$ cat src/rtl/uart_cfg_ctrl.sv
// uart_cfg_ctrl: frame-level controller behind the UART receiver.
// Assembles HEADER/ADDR/D3..D0/CSUM frames from per-byte strobes and issues
// one handshaked register write per valid frame. Reports checksum errors,
// inter-byte timeout and overrun on frame_err/err_code.
// Optional feature macro: UART_CFG_ACK_EN (ACK/NAK reply byte to the UART
// transmitter). Without it tx_start/tx_data are tied to 0 and tx_busy is unused.
// Note: sys_rst_n is active-high despite its name (1 = reset), asynchronous.
module uart_cfg_ctrl #(
  parameter int unsigned SYS_CLK_FRE  = 50_000_000,
  parameter int unsigned BPS          = 9600,
  parameter int unsigned TIMEOUT_BITS = 40,
  parameter int unsigned TIMEOUT_CYC  = SYS_CLK_FRE / BPS * TIMEOUT_BITS,
  parameter logic [7:0]  HEADER       = 8'hAA
) (
  input  logic        sys_clk,
  input  logic        sys_rst_n,
  input  logic        rx_done,
  input  logic [7:0]  rx_data,
  output logic        cfg_valid,
  input  logic        cfg_ready,
  output logic [7:0]  cfg_addr,
  output logic [31:0] cfg_data,
  output logic        frame_ok,
  output logic        frame_err,
  output logic [1:0]  err_code,
  output logic [15:0] frame_cnt,
  output logic        tx_start,
  output logic [7:0]  tx_data,
  input  logic        tx_busy
);

  typedef enum logic [2:0] {S_IDLE, S_ADDR, S_DATA, S_CSUM, S_WRITE} state_t;

  // The error pulse appears in the cycle after the timer reaches this value.
  localparam logic [23:0] TO_LAST = 24'(TIMEOUT_CYC - 1);

  state_t      r_state, w_state_nxt;
  logic [23:0] r_timer, w_timer_nxt, w_timer_inc;
  logic [1:0]  r_cnt, w_cnt_nxt;
  logic [7:0]  r_sum, w_sum_nxt;
  logic [7:0]  r_addr, w_addr_nxt;
  logic [31:0] r_data, w_data_nxt;
  logic        r_cfg_valid, w_cfg_valid_nxt;
  logic [7:0]  r_cfg_addr, w_cfg_addr_nxt;
  logic [31:0] r_cfg_data, w_cfg_data_nxt;
  logic        r_frame_ok, w_frame_ok_nxt;
  logic        r_frame_err, w_frame_err_nxt;
  logic [1:0]  r_err_code, w_err_code_nxt;
  logic [15:0] r_frame_cnt, w_frame_cnt_nxt;

  assign w_timer_inc = r_timer + 24'd1;

  // State and datapath registers; reset discards any partial frame or write.
  always_ff @(posedge sys_clk or posedge sys_rst_n) begin
    if (sys_rst_n) begin
      r_state     <= S_IDLE;
      r_timer     <= '0;
      r_cnt       <= '0;
      r_sum       <= '0;
      r_addr      <= '0;
      r_data      <= '0;
      r_cfg_valid <= 1'b0;
      r_cfg_addr  <= '0;
      r_cfg_data  <= '0;
      r_frame_ok  <= 1'b0;
      r_frame_err <= 1'b0;
      r_err_code  <= '0;
      r_frame_cnt <= '0;
    end else begin
      r_state     <= w_state_nxt;
      r_timer     <= w_timer_nxt;
      r_cnt       <= w_cnt_nxt;
      r_sum       <= w_sum_nxt;
      r_addr      <= w_addr_nxt;
      r_data      <= w_data_nxt;
      r_cfg_valid <= w_cfg_valid_nxt;
      r_cfg_addr  <= w_cfg_addr_nxt;
      r_cfg_data  <= w_cfg_data_nxt;
      r_frame_ok  <= w_frame_ok_nxt;
      r_frame_err <= w_frame_err_nxt;
      r_err_code  <= w_err_code_nxt;
      r_frame_cnt <= w_frame_cnt_nxt;
    end
  end

  // Next-state, frame assembly, timeout and write handshake.
  always_comb begin
    w_state_nxt     = r_state;
    w_timer_nxt     = r_timer;
    w_cnt_nxt       = r_cnt;
    w_sum_nxt       = r_sum;
    w_addr_nxt      = r_addr;
    w_data_nxt      = r_data;
    w_cfg_valid_nxt = r_cfg_valid;
    w_cfg_addr_nxt  = r_cfg_addr;
    w_cfg_data_nxt  = r_cfg_data;
    w_frame_ok_nxt  = 1'b0;
    w_frame_err_nxt = 1'b0;
    w_err_code_nxt  = r_err_code;
    w_frame_cnt_nxt = r_frame_cnt;
    case (r_state)
      S_IDLE: begin
        w_timer_nxt = '0;
        if (rx_done && (rx_data == HEADER)) w_state_nxt = S_ADDR;
      end
      S_ADDR, S_DATA, S_CSUM: begin
        if (rx_done) begin
          // A strobe in the expiry cycle wins over the timeout.
          w_timer_nxt = '0;
          if (r_state == S_ADDR) begin
            w_addr_nxt  = rx_data;
            w_sum_nxt   = rx_data;
            w_cnt_nxt   = '0;
            w_state_nxt = S_DATA;
          end else if (r_state == S_DATA) begin
            w_data_nxt = {r_data[23:0], rx_data};
            w_sum_nxt  = r_sum + rx_data;
            w_cnt_nxt  = r_cnt + 2'd1;
            if (r_cnt == 2'd3) w_state_nxt = S_CSUM;
          end else if (rx_data == r_sum) begin
            w_cfg_valid_nxt = 1'b1;
            w_cfg_addr_nxt  = r_addr;
            w_cfg_data_nxt  = r_data;
            w_state_nxt     = S_WRITE;
          end else begin
            w_frame_err_nxt = 1'b1;
            w_err_code_nxt  = 2'b01;
            w_state_nxt     = S_IDLE;
          end
        end else if (w_timer_inc == TO_LAST) begin
          w_timer_nxt     = '0;
          w_frame_err_nxt = 1'b1;
          w_err_code_nxt  = 2'b10;
          w_state_nxt     = S_IDLE;
        end else begin
          w_timer_nxt = w_timer_inc;
        end
      end
      S_WRITE: begin
        w_timer_nxt = '0;
        if (rx_done) begin
          w_frame_err_nxt = 1'b1;
          w_err_code_nxt  = 2'b11;
        end
        if (r_cfg_valid && cfg_ready) begin
          w_cfg_valid_nxt = 1'b0;
          w_frame_ok_nxt  = 1'b1;
          w_frame_cnt_nxt = r_frame_cnt + 16'd1;
          w_state_nxt     = S_IDLE;
        end
      end
      default: w_state_nxt = S_IDLE;
    endcase
  end

  assign cfg_valid = r_cfg_valid;
  assign cfg_addr  = r_cfg_addr;
  assign cfg_data  = r_cfg_data;
  assign frame_ok  = r_frame_ok;
  assign frame_err = r_frame_err;
  assign err_code  = r_err_code;
  assign frame_cnt = r_frame_cnt;

`ifdef UART_CFG_ACK_EN
  logic       r_tx_start, r_pend;
  logic [7:0] r_tx_data, r_pend_data;
  logic       w_req;
  logic [7:0] w_req_byte;

  // Reply request: ACK after an accepted write, NAK after checksum/timeout.
  always_comb begin
    w_req      = r_frame_ok || (r_frame_err && (r_err_code != 2'b11));
    w_req_byte = r_frame_ok ? 8'h06 : 8'h15;
  end

  // Single-slot reply buffer; a newer reply replaces an older pending one.
  always_ff @(posedge sys_clk or posedge sys_rst_n) begin
    if (sys_rst_n) begin
      r_tx_start  <= 1'b0;
      r_tx_data   <= '0;
      r_pend      <= 1'b0;
      r_pend_data <= '0;
    end else begin
      r_tx_start <= 1'b0;
      if (!tx_busy && (w_req || r_pend)) begin
        r_tx_start <= 1'b1;
        r_tx_data  <= w_req ? w_req_byte : r_pend_data;
        r_pend     <= 1'b0;
      end else if (w_req) begin
        r_pend      <= 1'b1;
        r_pend_data <= w_req_byte;
      end
    end
  end

  assign tx_start = r_tx_start;
  assign tx_data  = r_tx_data;
`else
  logic w_unused_tx_busy;
  assign w_unused_tx_busy = tx_busy;
  assign tx_start = 1'b0;
  assign tx_data  = '0;
`endif

endmodule

$ cat config.mk
export PLATFORM = sky130hd
export DESIGN_NAME = uart_cfg_ctrl
export DESIGN_NICKNAME = d
export VERILOG_FILES = /design/src/rtl/uart_cfg_ctrl.sv
export SDC_FILE = /design/constraint.sdc
export NUM_CORES = 1
export LEC_CHECK = 0
export CAP_MARGIN = 20
export CORE_ASPECT_RATIO = 1.1
export CORE_UTILIZATION = 56
export DETAILED_ROUTE_END_ITERATION = 8
export GPL_ROUTABILITY_DRIVEN = 1
export HOLD_SLACK_MARGIN = 0.05
export PLACE_DENSITY = 0.83
export SLEW_MARGIN = 20
export SYNTH_ARGS = -nofsm -noshare
export SYNTH_HDL_FRONTEND = slang
export SYNTH_SLANG_ARGS = --single-unit
export TNS_END_PERCENT = 50
$ cat constraint.sdc
create_clock -name sys_clk -period 6.17 [get_ports sys_clk]
set_input_delay 1.234 -clock sys_clk [delete_from_list [all_inputs] [get_ports sys_clk]]
set_output_delay 1.234 -clock sys_clk [all_outputs]
set_load 0.005 [all_outputs]
==> run summary <==
Setup violations remaining at the end of the flow were counted as 0. The run finished with clean final reports. The number of primary I/O pins is 83. The reg-to-reg critical path endpoint is r_timer[18].

The post-detailed-placement half-perimeter wirelength is 9.98 mm. The cell taking the most area after synthesis is sky130_fd_sc_hd__dfrtp_1. The count of cells along the worst register-to-register path is 9. The post-synthesis share of cell area spent on xor and xnor gates is 4.69%. The fraction of the mapped netlist area in compound gates is 7.62%. The number of violations reported at the end of detailed-routing iteration 0 came out at 267. The vias after detailed routing came out at 4808. The number of flip-flops and latches in the synthesized netlist came out at 138. In this run the static leakage power is 3.53 nW. The final number of max-transition violations is 0. In this run the critical register-to-register path is launched from r_timer[0]. After clock tree synthesis, the repair step resized 0 gates. The number of port buffers is 72. The commonest cells after synthesis are sky130_fd_sc_hd__dfrtp_1 (138), sky130_fd_sc_hd__mux2_2 (82), sky130_fd_sc_hd__nor2_1 (46). The number of clock buffers added by TritonCTS is 17.

The ratio of final minimum period to clock period is 57.6%. The largest vdd supply drop came out at 0.291 mV. The post-place instance area came out at 7540 µm².

The clock period minus worst slack is 3.55 ns. TritonCTS built the clock tree. The die covers 12400 µm².

The number of enable-type register cells in the synthesized netlist is 0. Of all nets on the critical path, the largest fanout is 24. The fraction of registers with async set or reset after synthesis is 100%. The first-pass GRT wire length is 24.2 mm. The total non-filler cell area in the finished layout is 8100 µm².

The number of buffers inserted by post-CTS setup repair came out at 0. The number of sinks handled by clock tree synthesis came out at 138. The remaining routing DRC violations is 0. Sorting the synthesized cells by area gives the leading types as sky130_fd_sc_hd__dfrtp_1 (51%), sky130_fd_sc_hd__mux2_2 (14%), sky130_fd_sc_hd__xnor2_1 (3.1%), sky130_fd_sc_hd__nor2_1 (2.6%), sky130_fd_sc_hd__ha_1 (2.2%). Once layout is complete, the utilization of the core stands at 69.8%. The clock passes through at most 2 buffers. The startpoint of the most critical setup path is rx_data[4]. The critical path is of the primary input to flop type. The combined area of all synthesized cells is 6720 µm². The startpoint class of the critical path is a primary input.

In the final layout, flip-flops and latches occupy 3450 µm². The power density over the cells came out at 352 nW/µm². At the end of routability-driven placement, the weighted congestion stood at 0.878. Of the total synthesized cell area, the portion taken by full adders, half adders and majority gates is 2.53%. Yosys instantiated no cell more often than sky130_fd_sc_hd__dfrtp_1. The placement row count is 41. The critical path arrival is 3.85 ns. The highest clock rate came out at 0.282 GHz. The post-cts hold buffer count came out at 0. At the worst endpoint, the required time is 6.47 ns. The clock network latency to the later pin of the worst-skew pair is 0.42 ns. The type of the worst min-delay path is flop to flop. During synthesis, Yosys emitted a total of 0 warnings. The share of Yosys cell area claimed by the top area cell type is 51.4%. The number of antenna violations at the first check in global routing is 0.

Measured against the total synthesized area, the mux share comes to 14.3%. In the synthesized netlist the dominant register cell turns out to be sky130_fd_sc_hd__dfrtp_1. The detailed-route wire length per cell is 18.4 µm. Entering global routing, the biggest net connects 81 pins. STA classifies the critical path endpoint as a flop. The setup slack of the most critical reg-to-reg path is 2.74 ns. The aggregate negative setup slack came out at 0 ns. The aggregate global-route resource usage is 25.6%.

Once placement completed, the tool counted placed cells totaling 790. The worst max-slew margin expressed relative to the limit came out at 41.7%. The number of nets in the final layout is 685. The post-synthesis sequential area ratio came out at 51.4%. The fraction of layout instances using a drive strength above 1 is 20.0%. From left edge to right edge, the die measures 106 µm. The number of diodes came out at 0.

In this run the worst setup path terminates at cfg_data[27]. The total count of hold-check failures in the final report came out at 0. The leftover overflow at the end of global routing is 0. The max-capacitance violation count is 0. The finished layout holds 821 standard cells, fillers aside. After synthesis, the largest family of logic cells by area is simple AND/OR/NAND/NOR gates.

The basic-gate share of the synthesized area counting and, or, nand and nor cells came out at 15.7%. The worst clock skew is 0.00720 ns. The post-synthesis cell count came out at 592. Compared with the post-synthesis result, the final layout area differs by 20.6%.

The count of nets left with antenna violations once routing finished came out at 0. CTS placed an instance of sky130_fd_sc_hd__clkbuf_16 at the clock tree root. The via count of the first global-routing pass came to 4850. The fill cell total of the finished layout came out at 800. The effective utilization at floorplan came out at 57.9%. In this run the number of H-tree levels came out at 4. The slew at the pin closest to its max-slew limit came out at 0.872 ns.

The vertical extent of the die came out at 117 µm. The mean area per synthesized cell came out at 11.3 µm². Setup repair after global routing left no endpoint under its margin. The length of the first detailed-routing pass in iterations is 4.

Yosys mapped the design onto 65 distinct sky130hd cell types. The clock-pin slew on the worst setup and hold paths is 0.06 ns. The area used by multi-input combinational logic came out at 3060 µm².

The core area came out at 11600 µm². In the routed layout, each cell is associated on average with a via count of 5.86. The final routed wirelength across all metal layers came out at 15.1 mm.
## stage by stage
| step | total power [mW] | hold WS, ns | setup slack (ns) |
|---|---|---|---|
| after floorplan | 1.69 | 0.454 | 1.24 |
| after global placement | 1.84 | 0.464 | 2.03 |
| after detailed placement | 1.90 | 0.477 | 2.18 |
| after CTS | 2.87 | 0.482 | 2.61 |
| after global routing | 2.99 | 0.509 | 2.49 |
| final | 2.85 | 0.475 | 2.62 |
## layout by cell type, fill, tap and decap left out, types with 13 or more instances in the layout
master,n
sky130_fd_sc_hd__a21oi_1,18
sky130_fd_sc_hd__clkbuf_16,17
sky130_fd_sc_hd__clkdlybuf4s50_1,72
sky130_fd_sc_hd__dfrtp_1,138
sky130_fd_sc_hd__inv_1,15
sky130_fd_sc_hd__mux2_2,82
sky130_fd_sc_hd__nand2_1,40
sky130_fd_sc_hd__nand3_1,21
sky130_fd_sc_hd__nor2_1,43
sky130_fd_sc_hd__nor4_1,13
sky130_fd_sc_hd__o21ai_0,14
sky130_fd_sc_hd__xnor2_1,24
## layer usage
| metal | vias to the layer above | part of all wire [%] | track usage (%) |
|---|---|---|---|
| met5 | - | 0 | 0 |
| met4 | 0 | 1.7 | 9.50 |
| met3 | 24 | 6.5 | 7.70 |
| met2 | 172 | 52 | 44.6 |
| met1 | 2388 | 40 | 30.1 |
| li1 | 2224 | - | - |
## kinds of logic (layout without fill, tap and decap cells)
group                    after synthesis  in the layout
adder cells (fa/ha/maj)               13             13
multiplexers                          86             86
buffers and inverters                 53            124
other                                  1              9
flip-flops                           138            138
XOR/XNOR                              36             36
AO/OA/AOI/OAI                         73             73
AND/OR/NAND/NOR                      192            192
## final cells by class
cell class	count	share of cell area, %
Clock inverter	12	1.48
Sequential cell	138	42.6
Timing Repair Buffer	77	9.61
Clock buffer	19	5.35
Tap cell	150	2.32
Inverter	16	0.803
Multi-Input combinational cell	409	37.8
## state kept, by name (all words and copies together), names as in the netlist
name,flops
r_cnt,2
frame_ok,1
cfg_data,32
r_data,32
frame_err,1
cfg_addr,8
cfg_valid,1
r_addr,8
r_state,3
r_timer,24
err_code,2
r_sum,8
frame_cnt,16
## power by group
part | internal, mW | switching [mW] | leakage, nW
sequential | 1.10 | 0.141 | 1.83
combinational | 0.319 | 0.334 | 1.45
clock | 0.557 | 0.405 | 0.258
## worst max-delay path, cell delays in order
cell and delay [ns]:
sky130_fd_sc_hd__clkdlybuf4s50_1 0.59, sky130_fd_sc_hd__ha_1 0.44, sky130_fd_sc_hd__nor3_1 0.16, sky130_fd_sc_hd__nand4_1 0.21
sky130_fd_sc_hd__nor2_4 0.59, sky130_fd_sc_hd__buf_16 0.25, sky130_fd_sc_hd__mux2_2 0.36
## worst min path at each step
stage	from	end	cells after the start
CTS	frame_cnt[15]	frame_cnt[15]	1
global placement	frame_cnt[15]	frame_cnt[15]	1
detailed placement	frame_cnt[15]	frame_cnt[15]	1
finish	frame_cnt[15]	frame_cnt[15]	1
global route	frame_cnt[12]	frame_cnt[12]	1
floorplan	r_sum[0]	r_sum[0]	2
No activity file was read; power rests on OpenSTA's default activity.
